## src/rtl/l2wcfifo.sv

```systemverilog
// Write-combining request queue between the dcache and the L2. Word requests
// are buffered in order; a write to the newest queued write's word is merged.
module l2wcfifo #(
  parameter int DEPTH    = 8,
  parameter int MERGE_EN = 1,
  localparam int CW      = $clog2(DEPTH + 1)
) (
  input  logic          clk,
  input  logic          rst,
  input  logic          dcache_l2fifo_req,
  input  logic [31:2]   dcache_l2fifo_addr,
  input  logic          dcache_l2fifo_wen,
  input  logic [3:0]    dcache_l2fifo_wmask,
  input  logic [31:0]   dcache_l2fifo_wdata,
  output logic          l2fifo_dc_ready,
  output logic          l2fifo_l2_req,
  output logic [31:2]   l2fifo_l2_addr,
  output logic          l2fifo_l2_wen,
  output logic [3:0]    l2fifo_l2_wmask,
  output logic [31:0]   l2fifo_l2_wdata,
  input  logic          l2_l2fifo_ready,
  output logic [CW-1:0] l2fifo_count,
  output logic          l2fifo_empty
);

  localparam int AW = $clog2(DEPTH);

  // Entry storage, split per field; deliberately not reset.
  logic [31:2]   addr_mem  [DEPTH];
  logic          wen_mem   [DEPTH];
  logic [3:0]    wmask_mem [DEPTH];
  logic [31:0]   wdata_mem [DEPTH];

  logic [AW-1:0] head_reg;
  logic [AW-1:0] tail_reg;
  logic [CW-1:0] count_reg;
  logic [CW-1:0] count_next;

  logic [AW-1:0] newest_idx;
  logic          full;
  logic          pop;
  logic          merge_hit;
  logic          accept;
  logic          do_merge;
  logic          do_alloc;
  logic [3:0]    merged_mask;
  logic [31:0]   merged_data;

  assign newest_idx = tail_reg - AW'(1);
  assign full       = (count_reg == CW'(DEPTH));

  // Head side is purely registered state: no path from the dcache inputs.
  assign l2fifo_l2_req   = (count_reg != '0);
  assign l2fifo_l2_addr  = addr_mem[head_reg];
  assign l2fifo_l2_wen   = wen_mem[head_reg];
  assign l2fifo_l2_wmask = wmask_mem[head_reg];
  assign l2fifo_l2_wdata = wdata_mem[head_reg];
  assign l2fifo_count    = count_reg;
  assign l2fifo_empty    = (count_reg == '0);

  assign pop = l2fifo_l2_req & l2_l2fifo_ready;

  // Merging into an entry that leaves this cycle would lose the new bytes,
  // so the single-entry pop case falls back to a fresh allocation.
  always_comb begin
    merge_hit = 1'b0;
    if ((MERGE_EN != 0) && dcache_l2fifo_req && dcache_l2fifo_wen && (count_reg != '0)) begin
      merge_hit = wen_mem[newest_idx]
                  && (addr_mem[newest_idx] == dcache_l2fifo_addr)
                  && !((count_reg == CW'(1)) && pop);
    end
  end

  assign l2fifo_dc_ready = ~full | merge_hit;
  assign accept          = dcache_l2fifo_req & l2fifo_dc_ready & ~rst;
  assign do_merge        = accept & merge_hit;
  assign do_alloc        = accept & ~merge_hit;

  assign merged_mask = wmask_mem[newest_idx] | dcache_l2fifo_wmask;

  for (genvar gi = 0; gi < 4; gi++) begin : g_byte
    assign merged_data[8*gi +: 8] = dcache_l2fifo_wmask[gi] ? dcache_l2fifo_wdata[8*gi +: 8]
                                                            : wdata_mem[newest_idx][8*gi +: 8];
  end

  always_ff @(posedge clk) begin
    if (do_merge) begin
      wmask_mem[newest_idx] <= merged_mask;
      wdata_mem[newest_idx] <= merged_data;
    end else if (do_alloc) begin
      addr_mem[tail_reg]  <= dcache_l2fifo_addr;
      wen_mem[tail_reg]   <= dcache_l2fifo_wen;
      wmask_mem[tail_reg] <= dcache_l2fifo_wmask;
      wdata_mem[tail_reg] <= dcache_l2fifo_wdata;
    end
  end

  always_comb begin
    count_next = count_reg;
    case ({do_alloc, pop})
      2'b10:   count_next = count_reg + CW'(1);
      2'b01:   count_next = count_reg - CW'(1);
      default: count_next = count_reg;
    endcase
  end

  always_ff @(posedge clk) begin
    if (rst) begin
      head_reg  <= '0;
      tail_reg  <= '0;
      count_reg <= '0;
    end else begin
      if (pop)      head_reg <= head_reg + AW'(1);
      if (do_alloc) tail_reg <= tail_reg + AW'(1);
      count_reg <= count_next;
    end
  end

endmodule

```

## config.mk

```make
export PLATFORM = sky130hd
export DESIGN_NAME = l2wcfifo
export DESIGN_NICKNAME = d
export VERILOG_FILES = /design/src/rtl/l2wcfifo.sv
export SDC_FILE = /design/constraint.sdc
export NUM_CORES = 1
export LEC_CHECK = 0
export BUFFER_PORTS_ARGS = -buffer_cell sky130_fd_sc_hd__buf_4
export CORE_ASPECT_RATIO = 0.9
export CORE_UTILIZATION = 50
export DETAILED_ROUTE_END_ITERATION = 8
export GPL_TIMING_DRIVEN = 0
export HOLD_SLACK_MARGIN = 0.15
export PLACE_DENSITY_LB_ADDON = 0.25
export SLEW_MARGIN = 20
export SYNTH_ARGS = -nofsm -noshare
export SYNTH_HDL_FRONTEND = slang
export SYNTH_SLANG_ARGS = --single-unit
```

## constraint.sdc

```tcl
create_clock -name clk -period 5.4 [get_ports clk]
set_input_delay 0.27 -clock clk [delete_from_list [all_inputs] [get_ports clk]]
set_output_delay 0.27 -clock clk [all_outputs]
set_load 0.02 [all_outputs]
```

==> results of run 1 <==
## per-layer routing
metal | share of wire (%) | routed length [um] | vias up | GRT usage, %
li1 | - | - | 5546 | -
met1 | 43 | 25700 | 7028 | 38.0
met2 | 46 | 27600 | 674 | 37.1
met3 | 8.6 | 5150 | 100 | 4.47
met4 | 2.3 | 1370 | 0 | 6.36
met5 | 0 | 0 | - | 0
## report_power, final
group          total, mW  switching, mW  internal (mW)
clock               3.56           1.56           2.00
sequential          4.83         0.0440           4.79
combinational       2.84           1.50           1.34
## final cells by class
class                      count  share of cell area, %
sequential                   549                   56.1
multi-input combinational    540                   26.0
timing repair buffer         246                   7.85
clock buffer                  69                   4.90
tap                          616                   2.64
buffer                        68                   1.62
clock inverter                28                  0.716
inverter                      16                  0.257
antenna                        1                0.00858
## through the flow
step	TNS, ns	hold slack, ns
floorplan	0	0.369
global placement	-699.66	0.501
finish	-0.907	0.185
detailed placement	-470.71	0.504
global route	-10.50	0.190
CTS	0	0.158
## cells in the mapped netlist, types with 2 or more instances
master / instances / area share (%)
dfxtp_1: 13 / 1.1
nor4_1: 2 / 0.052
a211o_2: 4 / 0.17
clkbuf_8: 10 / 0.57
o21bai_1: 4 / 0.13
inv_1: 16 / 0.25
buf_4: 2 / 0.063
nand3_1: 13 / 0.27
and3_2: 2 / 0.063
nand4_1: 13 / 0.34
xor2_1: 15 / 0.55
o21ai_0: 9 / 0.19
nand2_1: 17 / 0.27
edfxtp_1: 536 / 67
and2_1: 2 / 0.052
buf_2: 2 / 0.042
o2111ai_1: 2 / 0.073
a211o_1: 2 / 0.073
nor3_1: 5 / 0.10
a22oi_1: 5 / 0.16
a32oi_1: 2 / 0.073
or2b_2: 2 / 0.073
buf_6: 5 / 0.23
mux2i_1: 23 / 0.96
o22ai_1: 3 / 0.078
ha_1: 8 / 0.42
a21oi_1: 48 / 1.0
mux2_2: 70 / 3.3
clkbuf_1: 31 / 0.48
buf_1: 18 / 0.28
mux4_2: 195 / 18
nor2_1: 18 / 0.28
xnor2_1: 40 / 1.5
nand4b_1: 3 / 0.11
a21o_2: 3 / 0.11
a21o_1: 3 / 0.094
## path summary, 6_finish.rpt
| path | start | endpoint | slack [ns] |
|---|---|---|---|
| min | dcache_l2fifo_wmask[3] | wmask_mem[1][3] | 0.18 |
| max reg2reg | tail_reg[0] | addr_mem[3][18] | -0.06 |
| min reg2reg | head_reg[0] | flop | 0.55 |
| max | tail_reg[0] | addr_mem[3][18] | -0.06 |
## cells by family after synthesis
family,after synthesis,share of synthesized area (%)
and+or+nand+nor,89,2.13
xor gates and xnor gates,56,2.12
adders and majority gates,8,0.417
muxes,289,22.7
DFF,549,68.2
AOI/OAI and AO/OA,98,2.60
buffers and inverters,84,1.93
## repair_timing
action,4_1_cts,5_1_grt
setup endpoints to repair,573,472
setup buffers,10,16
hold endpoints to repair,515,0
gates resized for setup,71,33
pin swaps,11,8
hold buffers,66,0
==> results_dict.tcl, run 1 <==
set metrics [dict create \
    die_w_um 233 \
    clock_path_buffers 3 \
    synth_flop_cell "edfxtp_1" \
    ant_nets 0 \
    instances_no_fill 2133 \
    die-area_um2 48900 \
    worst_skew_pair.late_latency_ns 0.62 \
    reg.largest.list "wdata_mem: 256 flops, addr_mem: 240 flops, wmask_mem: 32 flops" \
    p_leak_nw 9.31 \
    timing.final.ws_setup_ns -0.0563 \
    io_pins 145 \
    fillers 3222 \
    hpwl_mm 38.6 \
    crit_chain "buf_6 > buf_12 > buf_12 > inv_1 > clkbuf_8 > ha_1 > clkbuf_8 > clkbuf_4 > clkbuf_2 > mux4_2 > xnor2_1 > o2111ai_1 > o21ai_0 > and3_2 > nand3b_4 > buf_6 > nand4_1 > inv_2 > buf_12" \
    ys_types 63 \
    whs_path_depth 2 \
    nNetsFinal 1554 \
    viasPerCell 6.26 \
    routedWlPerCell_um 28.0 \
    synth-edff-count 536 \
    dpl.cell_count 1942 \
    vdd_drop_max_v 0.000313 \
    synth.avg_cell_area_um2 20.5 \
    placed_area_um2 26000 \
    drive_above_1_share_pct 41.3 \
    cp_top_family "buffers and inverters" \
    status "finished, violations left" \
    finalCriticalPeriod_ns 5.46 \
    relSlewSlack_pct 25.6 \
    synth_cells 1173 \
    track_usage_pct 24.8 \
    path_common_cell "buf_12" \
    fmax_mhz 183 \
    hold_viol 0 \
    core_area_um2 47000 \
    path_class "reg -> reg" \
    layout_common_cells "edfxtp_1, mux4_2, buf_4" \
    endpoint_kind "flop" \
    post-route-util_pct 62.1 \
    tightest_slew_ns 1.12 \
    arrival_ns 5.75 \
    start_kind "flop" \
    largest_reg_flops 256 \
    synth-seq-cells 549 \
    synth_fp_nets 1252 \
    cp.required_ns 5.69 \
    remaining_drc_errors 0 \
    grt_max_degree 25 \
    htreeDepth 2 \
    syn-cell-area_um2 24000 \
    cp_slowest_stage_delay_ns 0.63 \
    rows 75 \
    root_buffer "clkbuf_16" \
    violations "negative setup slack" \
    reg2reg_depth 19 \
    multiInputGateArea_um2 7570 \
    min_period_over_period_pct 101 \
    grt_antenna_before_repair 2 \
    fin_skew_ns 0.0320 \
    worst-path-stages 19 \
    start_util_pct 51.0 \
    ys_seq_area_share_pct 68.2 \
    grt_pass1_vias 13300 \
    die_h_um 210 \
    place_ws_ns -1.31 \
    postRouteWirelength_mm 59.8 \
    stdcell_area_um2 29200 \
    cts.sinks 549 \
    grt_pass1_wl_mm 87.4 \
    seqCellArea_um2 16400 \
    final_common_cell "edfxtp_1" \
    largest_register "wdata_mem" \
    slowest_stage "inv_2" \
    place_congestion 0.854 \
    hold_path_class "in -> reg" \
    vias 13300 \
    async_reset_ff_share_pct 0 \
    port_buffers 144 \
    drv_slew 0 \
    setup_viol_count_final 19 \
    p_total_mw 11.2 \
    critPathBufInv 11 \
    power_density_nw_per_um2 385 \
    rsz0062_at_grt "true" \
    drv_cap 0 \
    tritoncts "yes" \
    crit_path_max_fanout 19 \
    ys_warn_count 0 \
    clkTransAtPathRegs_ns 0.07 \
    syn_to_final_growth_pct 21.6 \
    grt.overflow.total 0 \
    cts_made_buffers 54 \
    firstDrtPassIters 5 \
    drtIter0Drc 1465 \
]
No activity file was read; power rests on OpenSTA's default activity.
==> run 2, diff against run 1 <==
TNS_END_PERCENT = 20   (was not set)
==> run 2 against run 1 <==
Via count is 0.21% lower. Largest cell class unchanged. Highest routed layer unchanged. Global-route usage is 0.070 points higher. The run still ends with negative setup slack left. Critical endpoint is now wdata_mem[5][7]. Clock power hardly changed. Combinational power hardly changed. Non-clock buffer count is 8 lower. Fmax is 0.85% lower. Core utilization is 0.22 points lower.
==> results_dict.tcl, run 2 (synthesized netlist as in run 1, its figures left out) <==
set metrics [dict create \
    status "finished, violations left" \
    violations "negative setup slack" \
    hold_path_class "in -> reg" \
    finalCriticalPeriod_ns 5.50 \
    vias 13300 \
    hpwl_mm 38.6 \
    power_density_nw_per_um2 387 \
    crit_chain "buf_6 > buf_12 > buf_12 > inv_1 > clkbuf_8 > ha_1 > clkbuf_8 > clkbuf_4 > clkbuf_2 > mux4_2 > xnor2_1 > o2111ai_1 > o21ai_0 > and3_2 > nand3b_4 > buf_6 > nand4_1 > a21oi_2" \
    setup_viol_count_final 95 \
    syn_to_final_growth_pct 21.1 \
    start_kind "flop" \
    drv_slew 0 \
    grt_pass1_vias 13300 \
    htreeDepth 2 \
    relSlewSlack_pct 22.6 \
    io_pins 145 \
    remaining_drc_errors 0 \
    cp.required_ns 5.63 \
    grt_antenna_before_repair 2 \
    rsz0062_at_grt "true" \
    clock_path_buffers 3 \
    largest_reg_flops 256 \
    path_class "reg -> reg" \
    cp-startpoint "tail_reg[0]" \
    root_buffer "clkbuf_16" \
    clkTransAtPathRegs_ns 0.06 \
    worst-path-stages 18 \
    timing.final.ws_setup_ns -0.103 \
    ant_nets 0 \
    ff2ff_setup_slack_ns -0.10 \
    min_period_over_period_pct 102 \
    stdcell_area_um2 29100 \
    post-route-util_pct 61.8 \
    tightest_slew_ns 1.16 \
    grt_pass1_wl_mm 87.7 \
    p_leak_nw 9.25 \
    instances_no_fill 2125 \
    cts.sinks 549 \
    die_w_um 233 \
    drtIter0Drc 1678 \
    arrival_ns 5.73 \
    viasPerCell 6.27 \
    cts_made_buffers 54 \
    placed_area_um2 26000 \
    place_ws_ns -1.31 \
    tritoncts "yes" \
    final_common_cell "edfxtp_1" \
    postRouteWirelength_mm 60.2 \
    crit_path_max_fanout 10 \
    reg.largest.list "wdata_mem: 256 flops, addr_mem: 240 flops, wmask_mem: 32 flops" \
    fillers 3232 \
    whs_ns 0.188 \
    firstDrtPassIters 5 \
    endpoint_kind "flop" \
    place_congestion 0.854 \
    die-area_um2 48900 \
    critPathBufInv 9 \
    start_util_pct 51.0 \
    fin_setup_tns_ns -4.34 \
    core_area_um2 47000 \
    drv_cap 0 \
    vdd_drop_max_v 0.000314 \
    routedWlPerCell_um 28.3 \
    r2r-start "tail_reg[0]" \
    dpl.cell_count 1942 \
    rows 75 \
    fmax_mhz 182 \
    die_h_um 210 \
    hold_viol 0 \
    slowest_stage "a21oi_2" \
    p_total_mw 11.2 \
    track_usage_pct 24.9 \
    layout_common_cells "edfxtp_1, mux4_2, buf_4" \
    grt.overflow.total 0 \
    port_buffers 144 \
    crit_end "wdata_mem[5][7]" \
    worst_skew_pair.late_latency_ns 0.62 \
    r2r-end "wdata_mem[5][7]" \
    largest_register "wdata_mem" \
    drive_above_1_share_pct 40.6 \
    nNetsFinal 1546 \
    reg2reg_depth 18 \
    grt_max_degree 25 \
    cp_slowest_stage_delay_ns 0.79 \
    fin_skew_ns 0.0314 \
    cp_top_family "buffers and inverters" \
]
-- run 2: cell types whose count changed in the layout (fill, tap and decap cells not counted), moves of 2 or more --
| cell | previous run | this run |
|---|---|---|
| xnor2_2 | 5 | 1 |
| xnor2_1 | 35 | 39 |
| buf_4 | 157 | 151 |
| buf_8 | 2 | 0 |
-- run 2: layout make-up --
type	instances	area [um2]	area share, %
antenna	1	2.50	0.00861
buffer	68	480	1.65
clock inverter	28	209	0.719
tap	616	771	2.65
sequential	549	16400	56.3
timing repair buffer	238	2200	7.58
multi-input combinational	540	7530	25.9
clock buffer	69	1430	4.92
inverter	16	86.3	0.297
-- run 2: repair_timing --
action	4_1_cts	5_1_grt
gates resized for setup	67	32
buffers inserted	9	9
endpoints found under the hold margin	515	0
pin swaps	9	4
endpoints found under the setup margin	573	542
hold buffers	66	0
-- run 2: worst register-to-register path, stage by stage (launching register included) --
cell and delay, ns:
dfxtp_1 0.35, buf_6 0.18, buf_12 0.20, buf_12 0.19, inv_1 0.14, clkbuf_8 0.21, ha_1 0.30, clkbuf_8 0.18
clkbuf_4 0.32, clkbuf_2 0.38, mux4_2 0.38, xnor2_1 0.16, o2111ai_1 0.10, o21ai_0 0.14, and3_2 0.25, nand3b_4 0.13
buf_6 0.15, nand4_1 0.58, a21oi_2 0.79
-- run 2: worst min path at each step --
stage	from	to	slack [ns]	depth (start not counted)
finish	dcache_l2fifo_wmask[1]	wmask_mem[0][1]	0.19	2
global route	dcache_l2fifo_wmask[1]	wmask_mem[0][1]	0.19	2
CTS	dcache_l2fifo_wmask[3]	wmask_mem[1][3]	0.16	2
detailed placement	dcache_l2fifo_wdata[18]	wdata_mem[6][18]	0.50	1
global placement	dcache_l2fifo_wdata[15]	wdata_mem[1][15]	0.50	1
floorplan	dcache_l2fifo_addr[2]	addr_mem[0][0]	0.37	0
-- run 2: power by group --
part	total (mW)	internal (mW)	switching, mW
Combinational	2.83	1.34	1.50
Clock	3.58	2.00	1.57
Sequential	4.83	4.79	0.0438
-- run 2: per-layer routing --
layer  GRT usage [%]  share of wire (%)
met2            37.3                 46
met1            37.8                 43
met4            6.22                2.3
met3            4.85                8.7
met5               0                  0
==> run 3, diff against run 2 <==
MAX_ROUTING_LAYER = met4   (was not set)
SETUP_SLACK_MARGIN = 0.15   (was not set)
==> run 3 against run 2 <==
The run now ends clean. Count of clock-buffer cells in the layout stayed put. Sequential power hardly changed. Final cell count is 0.19% higher. Flip-flop and latch count stayed put. Hold slack better by 0.00072 ns. Critical path type unchanged. Largest cell class unchanged. Highest routed layer unchanged.
==> results_dict.tcl, run 3 (synthesized netlist as in run 1, its figures left out) <==
set metrics [dict create \
    min_period_over_period_pct 99.7 \
    root_buffer "clkbuf_16" \
    power_density_nw_per_um2 385 \
    die_h_um 210 \
    cts.sinks 549 \
    finalCriticalPeriod_ns 5.38 \
    hold_path_class "in -> reg" \
    core_area_um2 47000 \
    die-area_um2 48900 \
    ff2ff_setup_slack_ns 0.02 \
    largest_reg_flops 256 \
    start_util_pct 51.0 \
    endpoint_kind "flop" \
    rsz0062_at_grt "true" \
    remaining_drc_errors 0 \
    syn_to_final_growth_pct 21.3 \
    cts_made_buffers 54 \
    fin_setup_tns_ns 0 \
    nNetsFinal 1550 \
    drv_cap 0 \
    grt_max_degree 25 \
    use_met1_pct 38.0 \
    viasPerCell 6.27 \
    fmax_mhz 186 \
    hpwl_mm 38.6 \
    place_congestion 0.868 \
    grt.overflow.total 0 \
    crit_path_max_fanout 10 \
    htreeDepth 2 \
    status "completed" \
    cp.required_ns 5.62 \
    ant_nets 0 \
    vias 13400 \
    relSlewSlack_pct 24.2 \
    firstDrtPassIters 5 \
    final_common_cell "edfxtp_1" \
    start_kind "flop" \
    vdd_drop_max_v 0.000313 \
    placed_area_um2 26000 \
    reg.largest.list "wdata_mem: 256 flops, addr_mem: 240 flops, wmask_mem: 32 flops" \
    cp-startpoint "tail_reg[0]" \
    grt_antenna_before_repair 2 \
    io_pins 145 \
    routedWlPerCell_um 28.1 \
    clock_path_buffers 3 \
    grt_pass1_wl_mm 87.4 \
    die_w_um 233 \
    layout_common_cells "edfxtp_1, mux4_2, buf_4" \
    path_class "reg -> reg" \
    drtIter0Drc 1652 \
    grt_pass1_vias 13300 \
    stdcell_area_um2 29100 \
    top_usage_layer "met1" \
    hp-start "dcache_l2fifo_wmask[1]" \
    met3_usage_pct 4.51 \
    tightest_slew_ns 1.14 \
    arrival_ns 5.60 \
    setup_viol_count_final 0 \
    r2r-start "tail_reg[0]" \
    rows 75 \
    hold_viol 0 \
    p_leak_nw 9.29 \
    worst_skew_pair.late_latency_ns 0.61 \
    track_usage_pct 25.6 \
    clkTransAtPathRegs_ns 0.06 \
    tritoncts "yes" \
    grt_use_met2_pct 37.2 \
    largest_register "wdata_mem" \
    postRouteWirelength_mm 59.7 \
    drv_slew 0 \
    port_buffers 144 \
    drive_above_1_share_pct 41.6 \
    fin_skew_ns 0.0280 \
]
run 3: changes by cell type in the layout (fill, tap and decap cells not counted), sizes merged:
| cell | previous run | this run |
|---|---|---|
| clkinv | 21 | 22 |
| clkbuf | 113 | 112 |
| buf | 196 | 201 |
| bufinv | 4 | 3 |
run 3: stage by stage:
stage	total power, mW	setup slack [ns]	cells	hold WS (ns)	utilization, %
after floorplan	6.69	0.697	1173	0.369	-
after global placement	7.62	-1.51	1933	0.501	55.0
after detailed placement	7.65	-1.31	1942	0.504	55.4
after CTS	11.2	-0.0356	2114	0.158	61.3
after global routing	11.6	-0.0596	2129	0.190	61.9
final	11.2	0.0179	2129	0.189	61.9
run 3: area by class of cell:
class / instances / area [um2]
fill: 3224 / 17900
clock buffer: 69 / 1430
multi-input combinational: 540 / 7570
timing repair buffer: 242 / 2230
clock inverter: 28 / 209
tap: 616 / 771
sequential: 549 / 16400
buffer: 68 / 480
antenna: 1 / 2.50
inverter: 16 / 75.1
run 3: worst paths after layout:
path	endpoint	cells past startpoint
max	wdata_mem[5][30]	18
min	wmask_mem[0][1]	2
max reg2reg	wdata_mem[5][30]	18
min reg2reg	flop	2
run 3: where the power goes:
group | internal, mW | total, mW | switching (mW)
registers | 4.79 | 4.83 | 0.0440
logic | 1.34 | 2.83 | 1.50
clock network | 2.00 | 3.56 | 1.56
run 3: worst max-delay path: stages, from the launching register on:
cell and delay (ns):
dfxtp_1 0.35, buf_6 0.14, buf_12 0.17, buf_12 0.19, inv_1 0.13, clkbuf_8 0.20
ha_2 0.32, clkbuf_8 0.18, clkbuf_4 0.31, clkbuf_2 0.39, mux4_2 0.38, xnor2_1 0.16
o2111ai_1 0.09, o21ai_0 0.14, and3_2 0.25, nand3b_4 0.13, buf_6 0.15, nand4_1 0.50
a21oi_2 0.78
run 3: what timing repair did:
action | in CTS | in global routing
resized for setup | 71 | 40
hold endpoints to repair | 515 | 0
pin swaps | 10 | 6
setup buffers | 9 | 14
hold buffers | 66 | 0
setup endpoints to repair | 576 | 542
run 3: routing by layer:
metal | vias up | share of wire [%]
li1 | 5541 | -
met1 | 7048 | 43
met2 | 663 | 46
met3 | 102 | 8.0
met4 | 0 | 2.2
met5 | - | 0
